`config.mk`:
```
export PLATFORM = sky130hd
export DESIGN_NAME = tx_word_serialiser_flat
export DESIGN_NICKNAME = d
export VERILOG_FILES = /design/src/rtl/tx_word_serialiser_if.sv /design/src/rtl/tx_word_serialiser.sv /design/src/flat_wrapper.sv
export SDC_FILE = /design/constraint.sdc
export NUM_CORES = 1
export LEC_CHECK = 0
export CELL_PAD_IN_SITES_DETAIL_PLACEMENT = 0
export CELL_PAD_IN_SITES_GLOBAL_PLACEMENT = 2
export CORE_MARGIN = 1.5
export CORE_UTILIZATION = 25
export DETAILED_ROUTE_END_ITERATION = 8
export GPL_ROUTABILITY_DRIVEN = 0
export PLACE_DENSITY_LB_ADDON = 0.1
export SYNTH_ARGS = -nofsm -noshare
export SYNTH_HDL_FRONTEND = slang
export SYNTH_SLANG_ARGS = --single-unit
```
`constraint.sdc`:
```
create_clock -name i_clock -period 5.2 [get_ports i_clock]
set_input_delay 1.04 -clock i_clock [delete_from_list [all_inputs] [get_ports i_clock]]
set_output_delay 1.04 -clock i_clock [all_outputs]
set_load 0.02 [all_outputs]
```
`src/rtl/tx_word_serialiser_if.sv`:
```
// Push-side bus between the data router (master) and tx_word_serialiser (slave).
// The router drives a word plus strobe; the serialiser reports FIFO full and fill level.
interface tx_word_serialiser_if #(
    parameter int unsigned FIFO_DEPTH_LOG2 = 3
);
    logic                     i_word_valid;
    logic [31:0]              i_word;
    logic                     o_busy;
    logic [FIFO_DEPTH_LOG2:0] o_fifo_level;

    modport master (
        output i_word_valid,
        output i_word,
        input  o_busy,
        input  o_fifo_level
    );

    modport slave (
        input  i_word_valid,
        input  i_word,
        output o_busy,
        output o_fifo_level
    );
endinterface

```
`src/rtl/tx_word_serialiser.sv`:
```
// tx_word_serialiser: buffers 32-bit router words in a small FIFO and feeds them, MSB
// first, one byte at a time into a byte-wide UART transmitter.
// Optional feature macro: TX_WORD_SERIALISER_OVERFLOW_EN enables the sticky o_overflow
// flag; without it o_overflow is tied low.
module tx_word_serialiser #(
    parameter int unsigned FIFO_DEPTH_LOG2 = 3,
    parameter int unsigned ACK_TIMEOUT     = 4
) (
    input  logic                 i_clock,
    input  logic                 i_reset,
    tx_word_serialiser_if.slave  push,
    output logic [7:0]           o_tx_byte,
    output logic                 o_tx_start,
    input  logic                 i_tx_busy,
    output logic                 o_idle,
    output logic                 o_overflow
);
    localparam int unsigned AW    = FIFO_DEPTH_LOG2;
    localparam int unsigned DEPTH = 1 << FIFO_DEPTH_LOG2;
    localparam int unsigned CW    = $clog2(ACK_TIMEOUT + 1) + 1;

    localparam logic [AW:0]   LEVEL_FULL = (AW + 1)'(DEPTH);
    localparam logic [CW-1:0] ACK_LAST   = CW'(ACK_TIMEOUT - 1);

    typedef enum logic [1:0] {StIdle, StIssue, StAck, StDrain} state_e;

    logic [31:0]   mem [DEPTH];
    logic [AW-1:0] wr_ptr_q;
    logic [AW-1:0] rd_ptr_q;
    logic [AW:0]   level_q;
    logic [AW:0]   level_d;
    logic          busy_q;
    logic          idle_q;

    state_e        state_q;
    logic [31:0]   shift_q;
    logic [1:0]    byte_cnt_q;
    logic [CW-1:0] ack_cnt_q;
    logic          tx_start_q;
    logic [7:0]    tx_byte_q;

    logic push_ok;
    logic pop;
    logic fsm_idle_next;

    // Full is judged on the current level, so a push into a full FIFO is lost even
    // when the FSM pops in the same cycle.
    assign push_ok = push.i_word_valid && (level_q != LEVEL_FULL);
    assign pop     = (state_q == StIdle) && (level_q != '0);

    // FSM will be in IDLE after this edge without having popped.
    assign fsm_idle_next = ((state_q == StIdle) && (level_q == '0)) ||
                           ((state_q == StDrain) && !i_tx_busy && (byte_cnt_q == 2'd3));

    // Next FIFO level from accepted push and pop.
    always_comb begin
        level_d = level_q;
        if (push_ok && !pop) begin
            level_d = level_q + 1'b1;
        end else if (!push_ok && pop) begin
            level_d = level_q - 1'b1;
        end
    end

    // Word storage; contents need no reset since the pointers gate every read.
    always_ff @(posedge i_clock) begin
        if (push_ok) begin
            mem[wr_ptr_q] <= push.i_word;
        end
    end

    // Pointers, level and the registered full/idle status.
    always_ff @(posedge i_clock) begin
        if (i_reset) begin
            wr_ptr_q <= '0;
            rd_ptr_q <= '0;
            level_q  <= '0;
            busy_q   <= 1'b0;
            idle_q   <= 1'b1;
        end else begin
            if (push_ok) begin
                wr_ptr_q <= wr_ptr_q + 1'b1;
            end
            if (pop) begin
                rd_ptr_q <= rd_ptr_q + 1'b1;
            end
            level_q <= level_d;
            busy_q  <= (level_d == LEVEL_FULL);
            idle_q  <= (level_d == '0) && fsm_idle_next;
        end
    end

    // Byte serialiser FSM: pop, issue a start, wait for the UART to ack, wait for it to drain.
    always_ff @(posedge i_clock) begin
        if (i_reset) begin
            state_q    <= StIdle;
            shift_q    <= '0;
            byte_cnt_q <= '0;
            ack_cnt_q  <= '0;
            tx_start_q <= 1'b0;
            tx_byte_q  <= '0;
        end else begin
            tx_start_q <= 1'b0;
            unique case (state_q)
                StIdle: begin
                    if (level_q != '0) begin
                        shift_q    <= mem[rd_ptr_q];
                        byte_cnt_q <= '0;
                        state_q    <= StIssue;
                    end
                end
                StIssue: begin
                    if (!i_tx_busy) begin
                        tx_start_q <= 1'b1;
                        tx_byte_q  <= shift_q[31:24];
                        ack_cnt_q  <= '0;
                        state_q    <= StAck;
                    end
                end
                StAck: begin
                    // A UART that never raises busy is assumed to have taken the byte.
                    if (i_tx_busy || (ack_cnt_q == ACK_LAST)) begin
                        state_q <= StDrain;
                    end else begin
                        ack_cnt_q <= ack_cnt_q + 1'b1;
                    end
                end
                StDrain: begin
                    if (!i_tx_busy) begin
                        shift_q    <= {shift_q[23:0], 8'h00};
                        byte_cnt_q <= byte_cnt_q + 1'b1;
                        state_q    <= (byte_cnt_q == 2'd3) ? StIdle : StIssue;
                    end
                end
                default: state_q <= StIdle;
            endcase
        end
    end

`ifdef TX_WORD_SERIALISER_OVERFLOW_EN
    logic overflow_q;

    // Sticky record of any push lost to a full FIFO.
    always_ff @(posedge i_clock) begin
        if (i_reset) begin
            overflow_q <= 1'b0;
        end else if (push.i_word_valid && !push_ok) begin
            overflow_q <= 1'b1;
        end
    end

    assign o_overflow = overflow_q;
`else
    assign o_overflow = 1'b0;
`endif

    assign push.o_busy       = busy_q;
    assign push.o_fifo_level = level_q;
    assign o_tx_byte         = tx_byte_q;
    assign o_tx_start        = tx_start_q;
    assign o_idle            = idle_q;
endmodule
```
`src/flat_wrapper.sv`:
```
// flat-port wrapper written by rule: the top's interface ports become plain ports
module tx_word_serialiser_flat 
#(
    parameter int unsigned FIFO_DEPTH_LOG2 = 3,
    parameter int unsigned ACK_TIMEOUT     = 4
)
  (i_clock, i_reset, o_tx_byte, o_tx_start, i_tx_busy, o_idle, o_overflow, push_i_word_valid, push_i_word, push_o_busy, push_o_fifo_level);
  tx_word_serialiser_if #(.FIFO_DEPTH_LOG2(FIFO_DEPTH_LOG2)) push_i ();
  input  logic i_clock;
  input  logic i_reset;
  output logic [7:0] o_tx_byte;
  output logic o_tx_start;
  input  logic i_tx_busy;
  output logic o_idle;
  output logic o_overflow;
  input wire logic [$bits(push_i.i_word_valid)-1:0] push_i_word_valid;
  input wire logic [$bits(push_i.i_word)-1:0] push_i_word;
  output wire logic [$bits(push_i.o_busy)-1:0] push_o_busy;
  output wire logic [$bits(push_i.o_fifo_level)-1:0] push_o_fifo_level;
  assign push_i.i_word_valid = push_i_word_valid;
  assign push_i.i_word = push_i_word;
  assign push_o_busy = push_i.o_busy;
  assign push_o_fifo_level = push_i.o_fifo_level;
  tx_word_serialiser #(.FIFO_DEPTH_LOG2(FIFO_DEPTH_LOG2), .ACK_TIMEOUT(ACK_TIMEOUT)) u_core (.i_clock(i_clock), .i_reset(i_reset), .push(push_i), .o_tx_byte(o_tx_byte), .o_tx_start(o_tx_start), .i_tx_busy(i_tx_busy), .o_idle(o_idle), .o_overflow(o_overflow));
endmodule
```
==> impl_metrics.csv, run 1 <==
group,metric,value,unit
hold_path,whs_path_depth,2,
clock_network,worst_skew_pair.late_latency,0.56,ns
clock_network,cts_buffer_depth,3,
sta,setup_violations,0,
logic_synthesis,postSynthAreaPerCell,18.4,um^2
logic_synthesis,synth_ff_type,"edfxtp_1",
finish,nets,804,
logic_synthesis,post_synth_num_cell_types,56,
drt,via_count,6408,
setup_path,r2r_cells,7,
sta,relSlewSlack,0.291,
logic_synthesis,mappedNetlistNets,741,
hold_path,min_from,"u_core.o_tx_byte[1]",
drt,wl_per_cell,20.1,um
setup_path,startpoint_type,"primary input",
power_and_ir_drop,power.internal,5.07,mW
clock_network,cts.sinks,320,
floorplan,die_area,52400,um^2
drt,ant_nets,0,
logic_synthesis,synth_warnings,0,
sta,tightest_slew,1.06,ns
floorplan,die_w,229,um
setup_path,worstReg2RegEnd,"u_core.mem[0][28]",
sta,hold_viol,0,
power_and_ir_drop,leakage,4.83,nW
power_and_ir_drop,p_sw,1.98,mW
hold_path,worstHoldEndpoint,"u_core.o_tx_byte[1]",
clock_network,numCtsBuffers,37,
drt,drtPass1Iterations,4,
clock_network,cts_tree,"yes",
finish,antenna_cells,0,
place,hpwlAfterDp,17500,um
sta,post-route-period-util,0.651,
power_and_ir_drop,p_seq_frac,0.458,
setup_path,rr_startpoint,"u_core.push.o_fifo_level[1]",
clock_network,cts.htree.levels,2,
setup_path,crit_arrival,3.56,ns
global_routing,grt_max_degree,57,
finish,final_cell_mix,"edfxtp_1 (256), dfxtp_1 (61), mux2_2 (56), clkdlybuf4s50_1 (49), clkbuf_16 (38)",
sta,finClkSkew,0.0198,ns
drt,via_per_inst,4.40,
sta,fin_tns_setup,0,ns
clock_network,post-cts-setup-buffer-count,0,
logic_synthesis,yosysSeqAreaShare,0.703,
power_and_ir_drop,p_per_area,466,nW/um^2
logic_synthesis,async_flop_share,0,
clock_network,cts_root_buffer,"clkbuf_16",
finish,drive_above_1_share,0.213,
global_routing,grt_pass1_wl,44500,um
outcome,status,"complete, no violations",
setup_path,critPathKind,"primary input to register",
power_and_ir_drop,pwr-share-clk,0.346,
floorplan,dieHeight,229,um
hold_path,hold_path_class,"register to register",
setup_path,r2r_slack,1.97,ns
sta,rsz0062_at_grt,"no",
power_and_ir_drop,pwr-share-comb,0.196,
clock_network,ctsHoldBuffers,0,
global_routing,grt_pass1_vias,6949,
clock_network,path_clk_slew,0.06,ns
global_routing,antenna_found_initial,3,
logic_synthesis,synth_cells,694,
drt,drc,0,
setup_path,cp_max_fo,32,
sta,drv_slew,0,
sta,fmax,296,MHz
job,cap_violations,0,
clock_network,cts.repair.resized,0,
floorplan,ioPinCount,52,
floorplan,row_count,82,
global_routing,overflow,0,
logic_synthesis,synth_seq_cells,320,
place,port_buffers,50,
power_and_ir_drop,ir_drop,0.000237,V
drt,wirelength,29200,um
finish,layout_commonest_cell,"edfxtp_1",
place,dp.cells,1390,
power_and_ir_drop,switching_share,0.281,
drt,drtIter0Drc,306,
sta,hold-worst-slack,0.457,ns
setup_path,critical_path_required,5.38,ns
sta,period_needed,3.38,ns
floorplan,initial_utilization,0.254,
setup_path,worst_setup_path_end_kind,"register",
finish,finalNonFillerCells,1455,
finish,area_growth,18.6,%
floorplan,fp.coreArea,50300,um^2
logic_synthesis,synth_area,12800,um^2
logic_synthesis,synth_edf_count,256,
global_routing,track_usage,0.115,
## cells in the mapped netlist (2+ instances only)
master	number	area, um^2
mux2i_1	4	40.0
xor2_1	6	52.6
buf_6	4	45.0
o21ai_0	3	15.0
buf_4	2	15.0
buf_8	4	60.1
mux2_2	56	631
nor2b_1	4	25.0
nand3_1	9	45.0
o311ai_0	2	17.5
mux4_2	27	608
buf_1	3	11.3
nand2b_1	7	43.8
a22o_1	24	210
nor3_1	9	45.0
ha_1	11	138
clkbuf_1	14	52.6
dfxtp_1	64	1280
a22oi_1	9	67.6
o21ai_1	4	20.0
or3_1	2	12.5
inv_1	5	18.8
nand2_1	33	124
edfxtp_1	256	7690
mux4_1	37	972
a21oi_1	20	100
nor2_1	37	139
buf_2	10	50.1
## power by group through the flow
stage / Sequential, mW / Clock [mW] / Combinational [mW]
2_1_floorplan: 3.17 / 0 / 1.05
3_3_place_gp: 3.28 / 0 / 1.40
3_5_place_dp: 3.29 / 0 / 1.41
4_1_cts: 3.24 / 2.53 / 1.42
5_1_grt: 3.27 / 2.63 / 1.52
6_report: 3.23 / 2.44 / 1.38
## cell families after synthesis
family	Yosys count	synth area share
DFF	320	0.703
buffers and inverters	46	0.0229
AOI/OAI and AO/OA	75	0.0422
adders and majority gates	11	0.0108
muxes	124	0.176
other	1	0.000294
xor gates and xnor gates	7	0.00480
and+or+nand+nor	110	0.0399
## registers in the layout, indices dropped and copies added (netlist names), named ones only
signal                    flops
u_core.shift_q               32
u_core.byte_cnt_q             2
u_core.o_idle                 1
u_core.push.o_busy            1
u_core.ack_cnt_q              4
u_core.o_tx_start             1
u_core.mem                  256
u_core.o_tx_byte              8
u_core.rd_ptr_q               3
u_core.push.o_fifo_level      4
u_core.wr_ptr_q               3
u_core.state_q                2
## worst max path at each step
stage	startpoint	end	slack [ns]
floorplan	push_i_word_valid	u_core.mem[0][0]	0.61
CTS	push_i_word_valid	u_core.mem[0][30]	1.83
finish	push_i_word_valid	u_core.mem[0][28]	1.82
detailed placement	push_i_word_valid	u_core.mem[0][19]	1.26
global placement	push_i_word_valid	u_core.mem[0][19]	1.32
global route	push_i_word_valid	u_core.mem[0][28]	1.66
## final cells by class
cell class | instances | area (um^2)
Tap cell | 672 | 841
Clock buffer | 42 | 966
Inverter | 6 | 22.5
Multi-Input combinational cell | 328 | 3560
Timing Repair Buffer | 64 | 601
Fill cell | 4952 | 35100
Sequential cell | 320 | 8980
Clock inverter | 23 | 166
## layer usage
layer / vias up / wire [um] / GRT usage
met5: - / 11 / 0
met4: 2 / 838 / 0.0465
met3: 54 / 1230 / 0.0220
met2: 127 / 14000 / 0.190
met1: 3305 / 13100 / 0.148
li1: 2920 / - / -
## worst max-delay path: stages
cell	delay, ns
clkdlybuf4s50_1	0.73
inv_2	0.13
a21oi_1	0.53
nand2b_1	0.38
nor3_2	0.20
buf_4	0.52
## per-stage QoR
step	setup WS [ns]	utilization	total power [mW]	cell area (um^2)
after global routing	1.66	0.301	7.42	15100
after CTS	1.83	0.301	7.19	15100
after global placement	1.32	0.278	4.68	14000
after floorplan	0.613	-	4.23	12800
after detailed placement	1.26	0.278	4.70	14000
final	1.82	0.301	7.05	15100
No activity file was read; power rests on OpenSTA's default activity.
==> inputs of run 2 (changes only) <==
- clock period: 5.2 -> 2.86 ns (I/O delays scaled with it)
==> run 2 against run 1 <==
Die area unchanged. Clock skew down 0.0066 ns. Core utilization up 0.88 points. Highest routed layer is now met4.
==> impl_metrics.csv, run 2 (synthesized netlist as in run 1, its figures left out) <==
group,metric,value,unit
sta,fin_tns_setup,0,ns
sta,fmax,386,MHz
clock_network,cts.sinks,320,
global_routing,track_usage,0.121,
clock_network,cts_root_buffer,"clkbuf_16",
sta,tightest_slew,0.592,ns
finish,nets,825,
drt,drtIter0Drc,261,
drt,via_count,6452,
sta,post-route-period-util,0.905,
floorplan,row_count,82,
power_and_ir_drop,p_sw,3.62,mW
floorplan,die_area,52400,um^2
setup_path,path_buf_inv,2,
global_routing,grt_max_degree,39,
clock_network,worst_skew_pair.late_latency,0.55,ns
job,cap_violations,0,
drt,via_per_inst,4.36,
power_and_ir_drop,power.internal,9.67,mW
finish,largest_reg_flops,256,
finish,finalNonFillerCells,1480,
place,hpwlAfterDp,19200,um
floorplan,ioPinCount,52,
power_and_ir_drop,p_seq_frac,0.432,
power_and_ir_drop,p_per_area,853,nW/um^2
global_routing,grt_pass1_wl,46500,um
clock_network,numCtsBuffers,39,
global_routing,overflow,0,
finish,multi_input_area,3570,um^2
setup_path,startpoint_type,"register",
clock_network,cts_tree,"yes",
clock_network,cts_buffer_depth,3,
clock_network,path_clk_slew,0.05,ns
setup_path,crit_chain,"inv_1, ha_1, nor2b_1, a21oi_2, buf_4, o221a_2, o31ai_1, nor4bb_1",
finish,layout_commonest_cell,"edfxtp_1",
power_and_ir_drop,pwr-share-clk,0.361,
finish,top_register,"u_core.mem",
floorplan,die_w,229,um
power_and_ir_drop,ir_drop,0.000358,V
global_routing,antenna_found_initial,2,
finish,final_cell_mix,"edfxtp_1 (256), dfxtp_1 (59), mux2_2 (56), clkdlybuf4s50_1 (49), clkbuf_16 (40)",
sta,hold_viol,0,
sta,drv_slew,0,
setup_path,cp_max_fo,10,
setup_path,crit_family,"compound AO/OA/AOI/OAI gates",
clock_network,post-cts-setup-buffer-count,0,
power_and_ir_drop,leakage,5.01,nW
floorplan,dieHeight,229,um
finish,drive_above_1_share,0.234,
outcome,status,"complete, no violations",
place,port_buffers,50,
power_and_ir_drop,pwr-share-comb,0.207,
floorplan,initial_utilization,0.254,
power_and_ir_drop,power.total,13.3,mW
sta,rsz0062_at_grt,"no",
drt,ant_nets,0,
drt,wl_per_cell,20.9,um
setup_path,slowest_stage,"dfxtp_2",
hold_path,hold_path_class,"register to register",
sta,finClkSkew,0.0133,ns
setup_path,critPathKind,"register to register",
drt,drc,0,
drt,wirelength,30900,um
place,postPlaceCellArea,14300,um^2
setup_path,crit_arrival,3.02,ns
setup_path,critical_path_required,3.29,ns
finish,nFillCells,4929,
setup_path,worst_setup_path_end_kind,"register",
clock_network,cts.htree.levels,2,
finish,final_area,15600,um^2
sta,setup_violations,0,
finish,seq_area,8980,um^2
clock_network,cts.repair.resized,0,
global_routing,grt_pass1_vias,6965,
place,dp.cells,1409,
drt,drtPass1Iterations,4,
clock_network,ctsHoldBuffers,0,
finish,area_growth,22.0,%
setup_path,cpPeakStageDelay,0.36,ns
sta,period_needed,2.59,ns
power_and_ir_drop,switching_share,0.273,
finish,antenna_cells,0,
floorplan,fp.coreArea,50300,um^2
sta,relSlewSlack,0.605,
==> run 2: changes by cell type in the layout (fill, tap and decap cells not counted), moves of 2 or more <==
| cell | previous run | this run |
|---|---|---|
| buf_12 | 0 | 13 |
| clkbuf_1 | 4 | 12 |
| buf_4 | 14 | 20 |
| clkbuf_8 | 0 | 5 |
| clkinv_2 | 11 | 6 |
| clkinv_1 | 6 | 3 |
| dfxtp_2 | 1 | 4 |
| clkbuf_16 | 38 | 40 |
| clkinvlp_4 | 3 | 1 |
| dfxtp_1 | 61 | 59 |
| nor3_2 | 2 | 0 |
| nor3_4 | 0 | 2 |
==> run 2: per-layer routing <==
| metal | part of all wire | vias to the layer above | track usage |
|---|---|---|---|
| met5 | 0 | - | 0 |
| met4 | 0.024 | 0 | 0.0426 |
| met3 | 0.032 | 45 | 0.0226 |
| met2 | 0.48 | 93 | 0.199 |
| met1 | 0.46 | 3337 | 0.159 |
| li1 | - | 2977 | - |
==> run 2: power groups by stage <==
| stage | logic (mW) | registers [mW] | clock network, mW |
|---|---|---|---|
| floorplan | 1.93 | 5.77 | 0 |
| global placement | 2.81 | 5.84 | 0 |
| detailed placement | 2.82 | 5.84 | 0 |
| CTS | 2.84 | 5.75 | 5.00 |
| global route | 3.03 | 5.80 | 5.16 |
| finish | 2.75 | 5.74 | 4.80 |
==> run 2: cell type report <==
class                           count  area share
Clock buffer                       57      0.0716
Clock inverter                     14     0.00908
Inverter                            6     0.00145
Multi-Input combinational cell    328       0.229
Sequential cell                   320       0.576
Tap cell                          672      0.0540
Timing Repair Buffer               83      0.0582
==> run 2: worst paths after layout <==
path	start	endpoint	slack, ns	cells past startpoint
worst min-delay path	u_core.o_tx_byte[7]	u_core.o_tx_byte[7]	0.46	2
worst max register to register	u_core.push.o_fifo_level[1]	u_core.push.o_busy	0.27	8
worst max-delay path	u_core.push.o_fifo_level[1]	u_core.push.o_busy	0.27	8
worst min register to register	u_core.o_tx_byte[7]	u_core.o_tx_byte[7]	0.46	2
==> run 2: through the flow <==
| step | hold slack, ns | worst slack [ns] | utilization |
|---|---|---|---|
| after global routing | 0.480 | 0.0627 | 0.310 |
| after detailed placement | 0.454 | 0.117 | 0.285 |
| after CTS | 0.461 | 0.211 | 0.310 |
| final | 0.457 | 0.271 | 0.310 |
| after global placement | 0.450 | 0.135 | 0.285 |
| after floorplan | 0.432 | 0.0992 | - |
==> run 2: worst register-to-register path: cells and delay by family (launching register included) <==
kind / cells / cell delay [ns]
buffers and inverters: 2 / 0.33
flip-flops: 1 / 0.36
adder cells (fa/ha/maj): 1 / 0.36
AND/OR/NAND/NOR: 2 / 0.64
AO/OA/AOI/OAI: 3 / 0.78
==> inputs of run 3 (changes only) <==
- GPL_ROUTABILITY_DRIVEN: 0 -> not set
==> results of run 3 <==
Same layout as run 2: the final DEF is identical, and so are final timing and power.
